## src/rtl/tcp_client_sender.sv

```systemverilog
// TCP client sender: opens a connection, streams a counting word pattern in packets.
// Define TCP_CLIENT_AUTOCLOSE_EN to close the session after the final packet.
`timescale 1ns/1ps
module tcp_client_sender #(
    parameter int RETRY_WAIT = 64
) (
    input  logic         clk,
    input  logic         rst,
    input  logic         start,
    input  logic [31:0]  dest_ip,
    input  logic [15:0]  dest_port,
    input  logic [15:0]  xfer_words,
    input  logic [7:0]   pkt_words,
    output logic         m_axis_open_connection_TVALID,
    input  logic         m_axis_open_connection_TREADY,
    output logic [47:0]  m_axis_open_connection_TDATA,
    input  logic         s_axis_open_status_TVALID,
    output logic         s_axis_open_status_TREADY,
    input  logic [23:0]  s_axis_open_status_TDATA,
    output logic         m_axis_tx_metadata_TVALID,
    input  logic         m_axis_tx_metadata_TREADY,
    output logic [31:0]  m_axis_tx_metadata_TDATA,
    input  logic         s_axis_tx_status_TVALID,
    output logic         s_axis_tx_status_TREADY,
    input  logic [63:0]  s_axis_tx_status_TDATA,
    output logic         m_axis_tx_data_TVALID,
    input  logic         m_axis_tx_data_TREADY,
    output logic [511:0] m_axis_tx_data_TDATA,
    output logic [63:0]  m_axis_tx_data_TKEEP,
    output logic         m_axis_tx_data_TLAST,
    output logic         m_axis_close_connection_TVALID,
    input  logic         m_axis_close_connection_TREADY,
    output logic [15:0]  m_axis_close_connection_TDATA,
    output logic         busy,
    output logic         done,
    output logic [1:0]   err_code,
    output logic [15:0]  session_id
);

    typedef enum logic [2:0] {
        S_IDLE,
        S_OPEN,
        S_WAIT_OPEN,
        S_META,
        S_WAIT_STATUS,
        S_DATA,
`ifdef TCP_CLIENT_AUTOCLOSE_EN
        S_CLOSE,
`endif
        S_BACKOFF
    } state_t;

    localparam logic [1:0] ERR_NONE = 2'd0;
    localparam logic [1:0] ERR_OPEN = 2'd1;
    localparam logic [1:0] ERR_LOST = 2'd2;

    localparam logic [1:0] ST_OK      = 2'd0;
    localparam logic [1:0] ST_NOSPACE = 2'd2;

    // BACKOFF lasts RETRY_WAIT-1 cycles so metadata reappears RETRY_WAIT cycles after the status beat
    localparam int          WAIT_INIT_I = (RETRY_WAIT > 2) ? RETRY_WAIT - 2 : 0;
    localparam logic [15:0] WAIT_INIT   = 16'(WAIT_INIT_I);

    state_t      r_state;
    logic [31:0] r_ip;
    logic [15:0] r_port;
    logic [15:0] r_remain;
    logic [7:0]  r_pkt_cfg;
    logic [7:0]  r_pkt_size;
    logic [7:0]  r_pkt_left;
    logic [15:0] r_word;
    logic [15:0] r_session;
    logic [1:0]  r_err;
    logic        r_done;
    logic [15:0] r_wait;

    logic [7:0]  w_pkt_first;
    logic [7:0]  w_pkt_next;
    logic [1:0]  w_tx_code;
    logic [31:0] w_word;
    logic        w_unused;

    function automatic logic [7:0] f_pkt_size(
        input logic [15:0] rem,
        input logic [7:0]  pkt
    );
        logic [7:0] p;
        p = (pkt == 8'd0) ? 8'd1 : pkt;
        return (rem < {8'h00, p}) ? rem[7:0] : p;
    endfunction

    always_comb begin
        w_pkt_first = f_pkt_size(r_remain, r_pkt_cfg);
        w_pkt_next  = f_pkt_size(r_remain - 16'd1, r_pkt_cfg);
    end

    assign w_tx_code = s_axis_tx_status_TDATA[63:62];
    assign w_word    = {16'h0000, r_word};

    assign m_axis_open_connection_TVALID = (r_state == S_OPEN);
    assign m_axis_open_connection_TDATA  = {r_port, r_ip};
    assign s_axis_open_status_TREADY     = (r_state == S_WAIT_OPEN);

    assign m_axis_tx_metadata_TVALID = (r_state == S_META);
    assign m_axis_tx_metadata_TDATA  = {2'b00, r_pkt_size, 6'b000000, r_session};
    assign s_axis_tx_status_TREADY   = (r_state == S_WAIT_STATUS);

    assign m_axis_tx_data_TVALID = (r_state == S_DATA);
    assign m_axis_tx_data_TDATA  = {16{w_word}};
    assign m_axis_tx_data_TKEEP  = {64{1'b1}};
    assign m_axis_tx_data_TLAST  = (r_pkt_left == 8'd1);

`ifdef TCP_CLIENT_AUTOCLOSE_EN
    assign m_axis_close_connection_TVALID = (r_state == S_CLOSE);
    assign w_unused = &{1'b0, s_axis_tx_status_TDATA[61:0],
                        s_axis_open_status_TDATA[23:17]};
`else
    assign m_axis_close_connection_TVALID = 1'b0;
    assign w_unused = &{1'b0, s_axis_tx_status_TDATA[61:0],
                        s_axis_open_status_TDATA[23:17],
                        m_axis_close_connection_TREADY};
`endif
    assign m_axis_close_connection_TDATA = r_session;

    assign busy       = (r_state != S_IDLE);
    assign done       = r_done;
    assign err_code   = r_err;
    assign session_id = r_session;

    always_ff @(posedge clk) begin
        if (rst) begin
            r_state    <= S_IDLE;
            r_ip       <= 32'h0;
            r_port     <= 16'h0;
            r_remain   <= 16'h0;
            r_pkt_cfg  <= 8'h0;
            r_pkt_size <= 8'h0;
            r_pkt_left <= 8'h0;
            r_word     <= 16'h0;
            r_session  <= 16'h0;
            r_err      <= ERR_NONE;
            r_done     <= 1'b0;
            r_wait     <= 16'h0;
        end else begin
            r_done <= 1'b0;
            unique case (r_state)
                S_IDLE: begin
                    if (start) begin
                        r_ip      <= dest_ip;
                        r_port    <= dest_port;
                        r_remain  <= xfer_words;
                        r_pkt_cfg <= pkt_words;
                        r_word    <= 16'h0;
                        r_err     <= ERR_NONE;
                        r_state   <= S_OPEN;
                    end
                end
                S_OPEN: begin
                    if (m_axis_open_connection_TREADY) begin
                        r_state <= S_WAIT_OPEN;
                    end
                end
                S_WAIT_OPEN: begin
                    if (s_axis_open_status_TVALID) begin
                        if (s_axis_open_status_TDATA[16]) begin
                            r_session <= s_axis_open_status_TDATA[15:0];
                            if (r_remain == 16'h0) begin
`ifdef TCP_CLIENT_AUTOCLOSE_EN
                                r_state <= S_CLOSE;
`else
                                r_done  <= 1'b1;
                                r_state <= S_IDLE;
`endif
                            end else begin
                                r_pkt_size <= w_pkt_first;
                                r_pkt_left <= w_pkt_first;
                                r_state    <= S_META;
                            end
                        end else begin
                            r_err   <= ERR_OPEN;
                            r_done  <= 1'b1;
                            r_state <= S_IDLE;
                        end
                    end
                end
                S_META: begin
                    if (m_axis_tx_metadata_TREADY) begin
                        r_state <= S_WAIT_STATUS;
                    end
                end
                S_WAIT_STATUS: begin
                    if (s_axis_tx_status_TVALID) begin
                        if (w_tx_code == ST_OK) begin
                            r_state <= S_DATA;
                        end else if (w_tx_code == ST_NOSPACE) begin
                            r_wait  <= WAIT_INIT;
                            r_state <= (RETRY_WAIT <= 1) ? S_META : S_BACKOFF;
                        end else begin
                            r_err   <= ERR_LOST;
                            r_done  <= 1'b1;
                            r_state <= S_IDLE;
                        end
                    end
                end
                S_BACKOFF: begin
                    if (r_wait == 16'h0) begin
                        r_state <= S_META;
                    end else begin
                        r_wait <= r_wait - 16'd1;
                    end
                end
                S_DATA: begin
                    if (m_axis_tx_data_TREADY) begin
                        r_word     <= r_word + 16'd1;
                        r_remain   <= r_remain - 16'd1;
                        r_pkt_left <= r_pkt_left - 8'd1;
                        if (r_pkt_left == 8'd1) begin
                            if (r_remain == 16'd1) begin
`ifdef TCP_CLIENT_AUTOCLOSE_EN
                                r_state <= S_CLOSE;
`else
                                r_done  <= 1'b1;
                                r_state <= S_IDLE;
`endif
                            end else begin
                                r_pkt_size <= w_pkt_next;
                                r_pkt_left <= w_pkt_next;
                                r_state    <= S_META;
                            end
                        end
                    end
                end
`ifdef TCP_CLIENT_AUTOCLOSE_EN
                S_CLOSE: begin
                    if (m_axis_close_connection_TREADY) begin
                        r_err   <= ERR_NONE;
                        r_done  <= 1'b1;
                        r_state <= S_IDLE;
                    end
                end
`endif
                default: r_state <= S_IDLE;
            endcase
        end
    end

endmodule

```

## config.mk

```make
export PLATFORM = sky130hd
export DESIGN_NAME = tcp_client_sender
export DESIGN_NICKNAME = d
export VERILOG_FILES = /design/src/rtl/tcp_client_sender.sv
export SDC_FILE = /design/constraint.sdc
export NUM_CORES = 1
export LEC_CHECK = 0
export CAP_MARGIN = 15
export CORE_AREA = 2 2 338 340
export CTS_CLUSTER_DIAMETER = 60
export DETAILED_ROUTE_END_ITERATION = 16
export DIE_AREA = 0 0 340 342
export REMOVE_ABC_BUFFERS = 1
export SYNTH_ARGS = -nofsm -noshare
export SYNTH_HDL_FRONTEND = slang
export SYNTH_SLANG_ARGS = --single-unit
export TNS_END_PERCENT = 5
```

## constraint.sdc

```tcl
create_clock -name clk -period 5.4 [get_ports clk]
set_input_delay 1.08 -clock clk [delete_from_list [all_inputs] [get_ports clk]]
set_output_delay 1.08 -clock clk [all_outputs]
set_load 0.02 [all_outputs]
```

==> impl_metrics.yaml, run 1 <==
run_status:
  status: "complete, no violations"
worst_setup_path:
  crit_slowest_cell: "clkdlybuf4s50_1"
  critPathCaptureType: "output pin"
  start_kind: "flop"
  path_max_fanout: 5
  critPathCapture: "m_axis_tx_data_TLAST"
  max_stage_delay_ns: 0.83
  r2r_setup_slack_ns: 1.73
  path_delay_family: "simple AND/OR/NAND/NOR gates"
  setup.worst_path.start: "r_pkt_left[2]"
  critPathKind: "flop to output pin"
  arrival_ns: 2.70
  cp_cell_sequence: "or4_1, nor4b_4, clkdlybuf4s50_1"
  timing.rr.start: "r_remain[2]"
  rr_worst_depth: 11
  worst-path-buf-inv: 1
  crit_cells: 3
  r2r-end: "r_pkt_left[7]"
  critPathRequiredTime_ns: 4.32
logic_synthesis:
  syn_inst: 1496
  avgSynthCellArea_um2: 7.713
  yosys_warnings: 0
  synth_area_leaders: "buf_4 (39%), dfxtp_1 (25%), nand2_1 (6.1%), a21oi_1 (5.2%), nor2_1 (2.7%)"
  yosysMostFrequentCell: "buf_4"
  ys_async_sr_fraction: 0
  yosys_register_bits: 142
  ys_seq_area_frac: 0.2464
  synth_edf_count: 0
  synth_top_cell_by_area: "buf_4"
  synth_cell_type_count: 73
  syn_area_mm2: 0.01154
  synth_top_area_frac: 0.3910
  synthFlopType: "dfxtp_1"
  ys_top_cells_by_count: "buf_4 (601), nand2_1 (188), dfxtp_1 (142)"
sta:
  max-slew-margin-rel: 0.2596
  fin_crit_sh: 0.6997
  hold_violations: 0
  finalClockSkew_ns: 0.01225
  period_minus_slack_ns: 3.778
  setup-tns-final_ns: 0
  fin_hold_ws_ns: 0.4560
  max_freq_mhz: 264.7
  rsz0062_at_grt: "false"
  tightest_slew_ns: 1.109
  drv_slew: 0
  setup_ws_ns: 1.622
  setup_viol: 0
placed_design:
  gp_congestion: 0.7701
  pre_cts_slack_ns: 1.682
  dpl.hpwl_um: 30110
  io_buffers: 468
  place_inst: 3159
clock_tree:
  clk_pin_slew_ns: 0.07
  cts_num_sinks: 142
  htreeDepth: 4
  root_buffer: "clkbuf_16"
  cts_tree: "built"
  worstSkewPairLatency_ns: 0.48
  clock_path_buffers: 2
  postCtsSetupBuffers: 0
  cts_resized: 0
  numCtsBuffers: 17
  cts_hold_buf: 0
finish:
  syn_to_final_growth_pct: 32.88
  fin_util: 0.1356
  final_layout_size_suffix_gt1_frac: 0.04167
  fin_nets: 1857
  multi_input_area_mm2: 0.005092
  regArea_mm2: 0.002843
  layout.cells.non_filler: 3193
  fillCellCount: 12888
route:
  wl_um: 39240
  final_antenna_net_count: 0
  dr.pass1.iters: 4
  vias: 9096
  drt_iter0_drc: 363
  route.detailed.drc: 0
  wire_per_inst_um: 12.29
  vias_per_cell: 2.849
power_and_ir_drop:
  powerDensity_mw_per_mm2: 329.2
  cellLeakagePower_nw: 5.572
  ir_worst_vdd_mv: 0.2619
floorplanning:
  die_h_um: 342
  die_area_mm2: 0.1163
  core_area_mm2: 0.1131
  io-pin-count: 868
  fp.dieW_um: 340
  start_util: 0.1020
  placementRows: 124
global_route:
  grt_max_degree: 58
  antenna_found_initial: 8
  grt.overflow.total: 0
  grt_pass1_vias: 7804
  grt_pass1_wl_um: 53210
  grt_usage: 0.06329
worst_hold_path:
  hold_path.class: "flop to flop"
job:
  maxCapViolCount: 0
==> cell families after synthesis <==
logic type,count (synthesis),share of synthesized area
DFF,142,0.2464
xor gates and xnor gates,33,0.02505
and+or+nand+nor,397,0.1649
buffers and inverters,684,0.4201
AOI/OAI and AO/OA,198,0.1037
other,2,0.0006509
muxes,19,0.01648
adders and majority gates,21,0.02277
==> worst register-to-register path: stages, from the launching register on <==
cell     delay (ns)
dfxtp_1        0.46
or4_4          0.66
nor3_1         0.20
xor2_1         0.14
ha_1           0.22
or4_1          0.40
a221o_1        0.29
nor4b_2        0.25
buf_4          0.24
mux2i_1        0.40
nand2_1        0.09
a22o_1         0.22
==> worst min-delay path by stage <==
stage,depth (start not counted),from,to,slack [ns]
2_1_floorplan,2,r_pkt_cfg[0],r_pkt_cfg[0],0.43
3_3_place_gp,2,r_ip[17],r_ip[17],0.44
3_5_place_dp,2,r_ip[30],r_ip[30],0.45
4_1_cts,2,r_ip[30],r_ip[30],0.46
5_1_grt,2,r_ip[16],r_ip[16],0.47
6_report,2,r_port[0],r_port[0],0.46
==> registers in the layout (all words and copies together) (netlist names) <==
name	count
done	1
err_code	2
m_axis_close_connection_TDATA	16
r_ip	32
r_pkt_cfg	8
r_pkt_left	8
r_pkt_size	8
r_port	16
r_remain	16
r_state	3
r_wait	16
r_word	16
==> metal layers <==
layer / global-route usage / share of wire
met3: 0.02630 / 0.094
met1: 0.07174 / 0.40
met4: 0.01881 / 0.016
met5: 0 / 0.00023
met2: 0.1080 / 0.49
==> cells in the final DEF (no fill, tap or decap), types with 4 or more instances in the layout <==
| cell type | count |
|---|---|
| clkdlybuf4s50_1 | 467 |
| conb_1 | 329 |
| nand2_1 | 188 |
| dfxtp_1 | 142 |
| a21oi_1 | 120 |
| nor2_1 | 80 |
| inv_1 | 27 |
| nor3_1 | 26 |
| ha_1 | 21 |
| o21ai_0 | 20 |
| mux2i_1 | 19 |
| xor2_1 | 17 |
| clkbuf_16 | 17 |
| nand3_1 | 16 |
| xnor2_1 | 16 |
| buf_4 | 13 |
| or3_1 | 12 |
| nor4_1 | 10 |
| o221ai_1 | 7 |
| nor2b_1 | 6 |
| and3_1 | 6 |
| nand4_1 | 6 |
| a311oi_1 | 6 |
| o2bb2ai_1 | 6 |
| a22o_1 | 6 |
| or4_1 | 5 |
| and2_1 | 5 |
| a31oi_1 | 4 |
==> through the flow <==
step           cell area, um2  power [mW]
6_report                15330       5.048
3_3_place_gp            14700       3.744
2_1_floorplan            8024       2.889
3_5_place_dp            14700       3.751
5_1_grt                 15330       5.412
4_1_cts                 15320       5.143
==> layout make-up <==
| type | instances | share of cell area |
|---|---|---|
| sequential | 142 | 0.1854 |
| multi-input combinational | 997 | 0.3321 |
| antenna | 1 | 0.0001632 |
| clock buffer | 19 | 0.02889 |
| timing repair buffer | 481 | 0.3116 |
| inverter | 28 | 0.006855 |
| clock inverter | 13 | 0.01159 |
| tap | 1512 | 0.1234 |
==> power by group <==
| part | switching (mW) | internal, mW | leakage (nW) |
|---|---|---|---|
| Combinational | 1.48 | 0.846 | 4.11 |
| Sequential | 0.189 | 1.20 | 1.15 |
| Clock | 0.583 | 0.751 | 0.302 |
| Total | 2.25 | 2.80 | 5.57 |
No activity file was read; power rests on OpenSTA's default activity.
==> run 2, diff against run 1 <==
- clock period: 5.4 -> 3.15 ns (I/O delays scaled with it)
==> impl_metrics.yaml, run 2 (synthesis results as in run 1) <==
worst_setup_path:
  arrival_ns: 3.65
  r2r_setup_slack_ns: -0.11
  path_max_fanout: 8
  r2r-end: "r_pkt_left[2]"
  critPathKind: "flop to flop"
  cp_cell_sequence: "or4_4, nor3_4, xor2_1, ha_1, or4_1, a221o_1, nor4b_2, buf_6, mux2i_4, nand2_1, a22o_1"
  crit_slowest_cell: "or4_4"
  start_kind: "flop"
  timing.rr.start: "r_remain[2]"
  max_stage_delay_ns: 0.56
  critPathRequiredTime_ns: 3.54
  critPathCaptureType: "flop"
  rr_worst_depth: 11
clock_tree:
  root_buffer: "clkbuf_16"
  clock_path_buffers: 2
  numCtsBuffers: 17
  cts_num_sinks: 142
  worstSkewPairLatency_ns: 0.50
  htreeDepth: 4
  clk_pin_slew_ns: 0.07
  cts_tree: "built"
  cts_hold_buf: 0
job:
  maxCapViolCount: 0
sta:
  period_minus_slack_ns: 3.259
  finalClockSkew_ns: 0.01949
  fin_hold_ws_ns: 0.4548
  drv_slew: 0
  setup_ws_ns: -0.1091
  setup-tns-final_ns: -0.8053
  fin_crit_sh: 1.035
  rsz0062_at_grt: "true"
  hold_violations: 0
  max-slew-margin-rel: 0.3937
  tightest_slew_ns: 0.9094
  max_freq_mhz: 306.8
  setup_viol: 10
worst_hold_path:
  hold_path_depth: 2
  min_to: "r_port[14]"
  min-delay-start: "r_port[14]"
  hold_path.class: "flop to flop"
run_status:
  status: "finished with violations"
  violations: "negative setup slack"
floorplanning:
  placementRows: 124
  start_util: 0.1020
  die_area_mm2: 0.1163
  io-pin-count: 868
  die_h_um: 342
  fp.dieW_um: 340
  core_area_mm2: 0.1131
route:
  route.detailed.drc: 0
  wire_per_inst_um: 12.19
  dr.pass1.iters: 6
  vias: 9262
  wl_um: 39470
  vias_per_cell: 2.861
  final_antenna_net_count: 0
  drt_iter0_drc: 396
finish:
  largest_register: "r_ip"
  largest_register_ffs: 32
  syn_to_final_growth_pct: 37.15
  fin_nets: 1902
  final_layout_size_suffix_gt1_frac: 0.07483
  layout_commonest_cell: "clkdlybuf4s50_1"
  layout_common_cells: "clkdlybuf4s50_1 (462), conb_1 (329), nand2_1 (188), dfxtp_1 (142), a21oi_1 (120)"
  fin_util: 0.1399
placed_design:
  io_buffers: 468
  dpl.hpwl_um: 31230
  gp_congestion: 0.7841
power_and_ir_drop:
  comb_power_share: 0.500
  clkPwrFrac: 0.249
  p_switching_mw: 4.061
  switching_share: 0.4406
  powerDensity_mw_per_mm2: 582.4
  p_int_mw: 5.155
  ir_worst_vdd_mv: 0.4100
  power_frac_seq: 0.250
  cellLeakagePower_nw: 5.869
global_route:
  grt_pass1_vias: 8288
  antenna_found_initial: 12
  grt_usage: 0.06436
  grt.overflow.total: 0
  grt_max_degree: 79
  grt_pass1_wl_um: 54550
## run 2: changes by cell type in the layout (fill, tap and decap cells not counted), sizes merged
| cell | before | now |
|---|---|---|
| clkinvlp | 1 | 3 |
| clkdlybuf4s50 | 467 | 462 |
| dlygate4sd2 | 0 | 1 |
| dlymetal6s2s | 0 | 2 |
| clkinv | 4 | 2 |
| buf | 13 | 61 |
| clkbuf | 20 | 18 |
## run 2: timing repair
action | CTS | global route
endpoints found under the setup margin | 14 | 18
buffers inserted | 0 | 3
pin swaps | 0 | 5
cloned | 0 | 0
gates resized for setup | 2 | 23
## run 2: worst max-delay path by stage
stage                start       endpoint
3_5_place_dp   r_remain[2]  r_pkt_left[2]
4_1_cts        r_remain[2]  r_pkt_left[3]
5_1_grt        r_remain[1]  r_pkt_left[2]
3_3_place_gp   r_remain[2]  r_pkt_left[2]
2_1_floorplan  r_remain[2]  r_pkt_size[0]
6_report       r_remain[2]  r_pkt_left[2]
## run 2: power by group through the flow
stage,Sequential (mW),Clock [mW],Combinational [mW]
after CTS,2.30,2.43,4.45
after floorplan,2.55,0,2.40
after global routing,2.35,2.45,5.05
after detailed placement,2.34,0,4.42
final,2.31,2.30,4.61
after global placement,2.33,0,4.41
## run 2: worst max-delay path: cells and delay by family (launching register included)
family,cells,cell delay [ns]
muxes,1,0.30
buffers and inverters,1,0.26
AOI/OAI and AO/OA,2,0.52
xor gates and xnor gates,1,0.10
DFF,1,0.32
and+or+nand+nor,5,1.46
adders and majority gates,1,0.20
## run 2: area by class of cell
class,instances,area (um2)
flip-flops and latches,142,2843
inverters,28,105.1
well taps,1512,1892
fillers,12856,97280
clock inverters,13,178.9
repair buffers,526,5157
diodes,1,2.502
multi-input cells,997,5207
clock buffers,18,439.2
## run 2: layer usage
layer,track usage,part of all wire
met5,0,0.0011
met4,0.02452,0.022
met3,0.02591,0.097
met2,0.1113,0.49
met1,0.07035,0.38
## run 2: per-stage QoR
stage          setup slack [ns]  power (mW)  instances  area [um2]
5_1_grt                 -0.2729       9.854       3236       15820
2_1_floorplan            -1.031       4.952       1167        8024
4_1_cts                 -0.1464       9.178       3233       15680
6_report                -0.1091       9.216       3237       15830
3_5_place_dp            -0.1553       6.752       3202       15060
3_3_place_gp            -0.1565       6.740       3202       15060
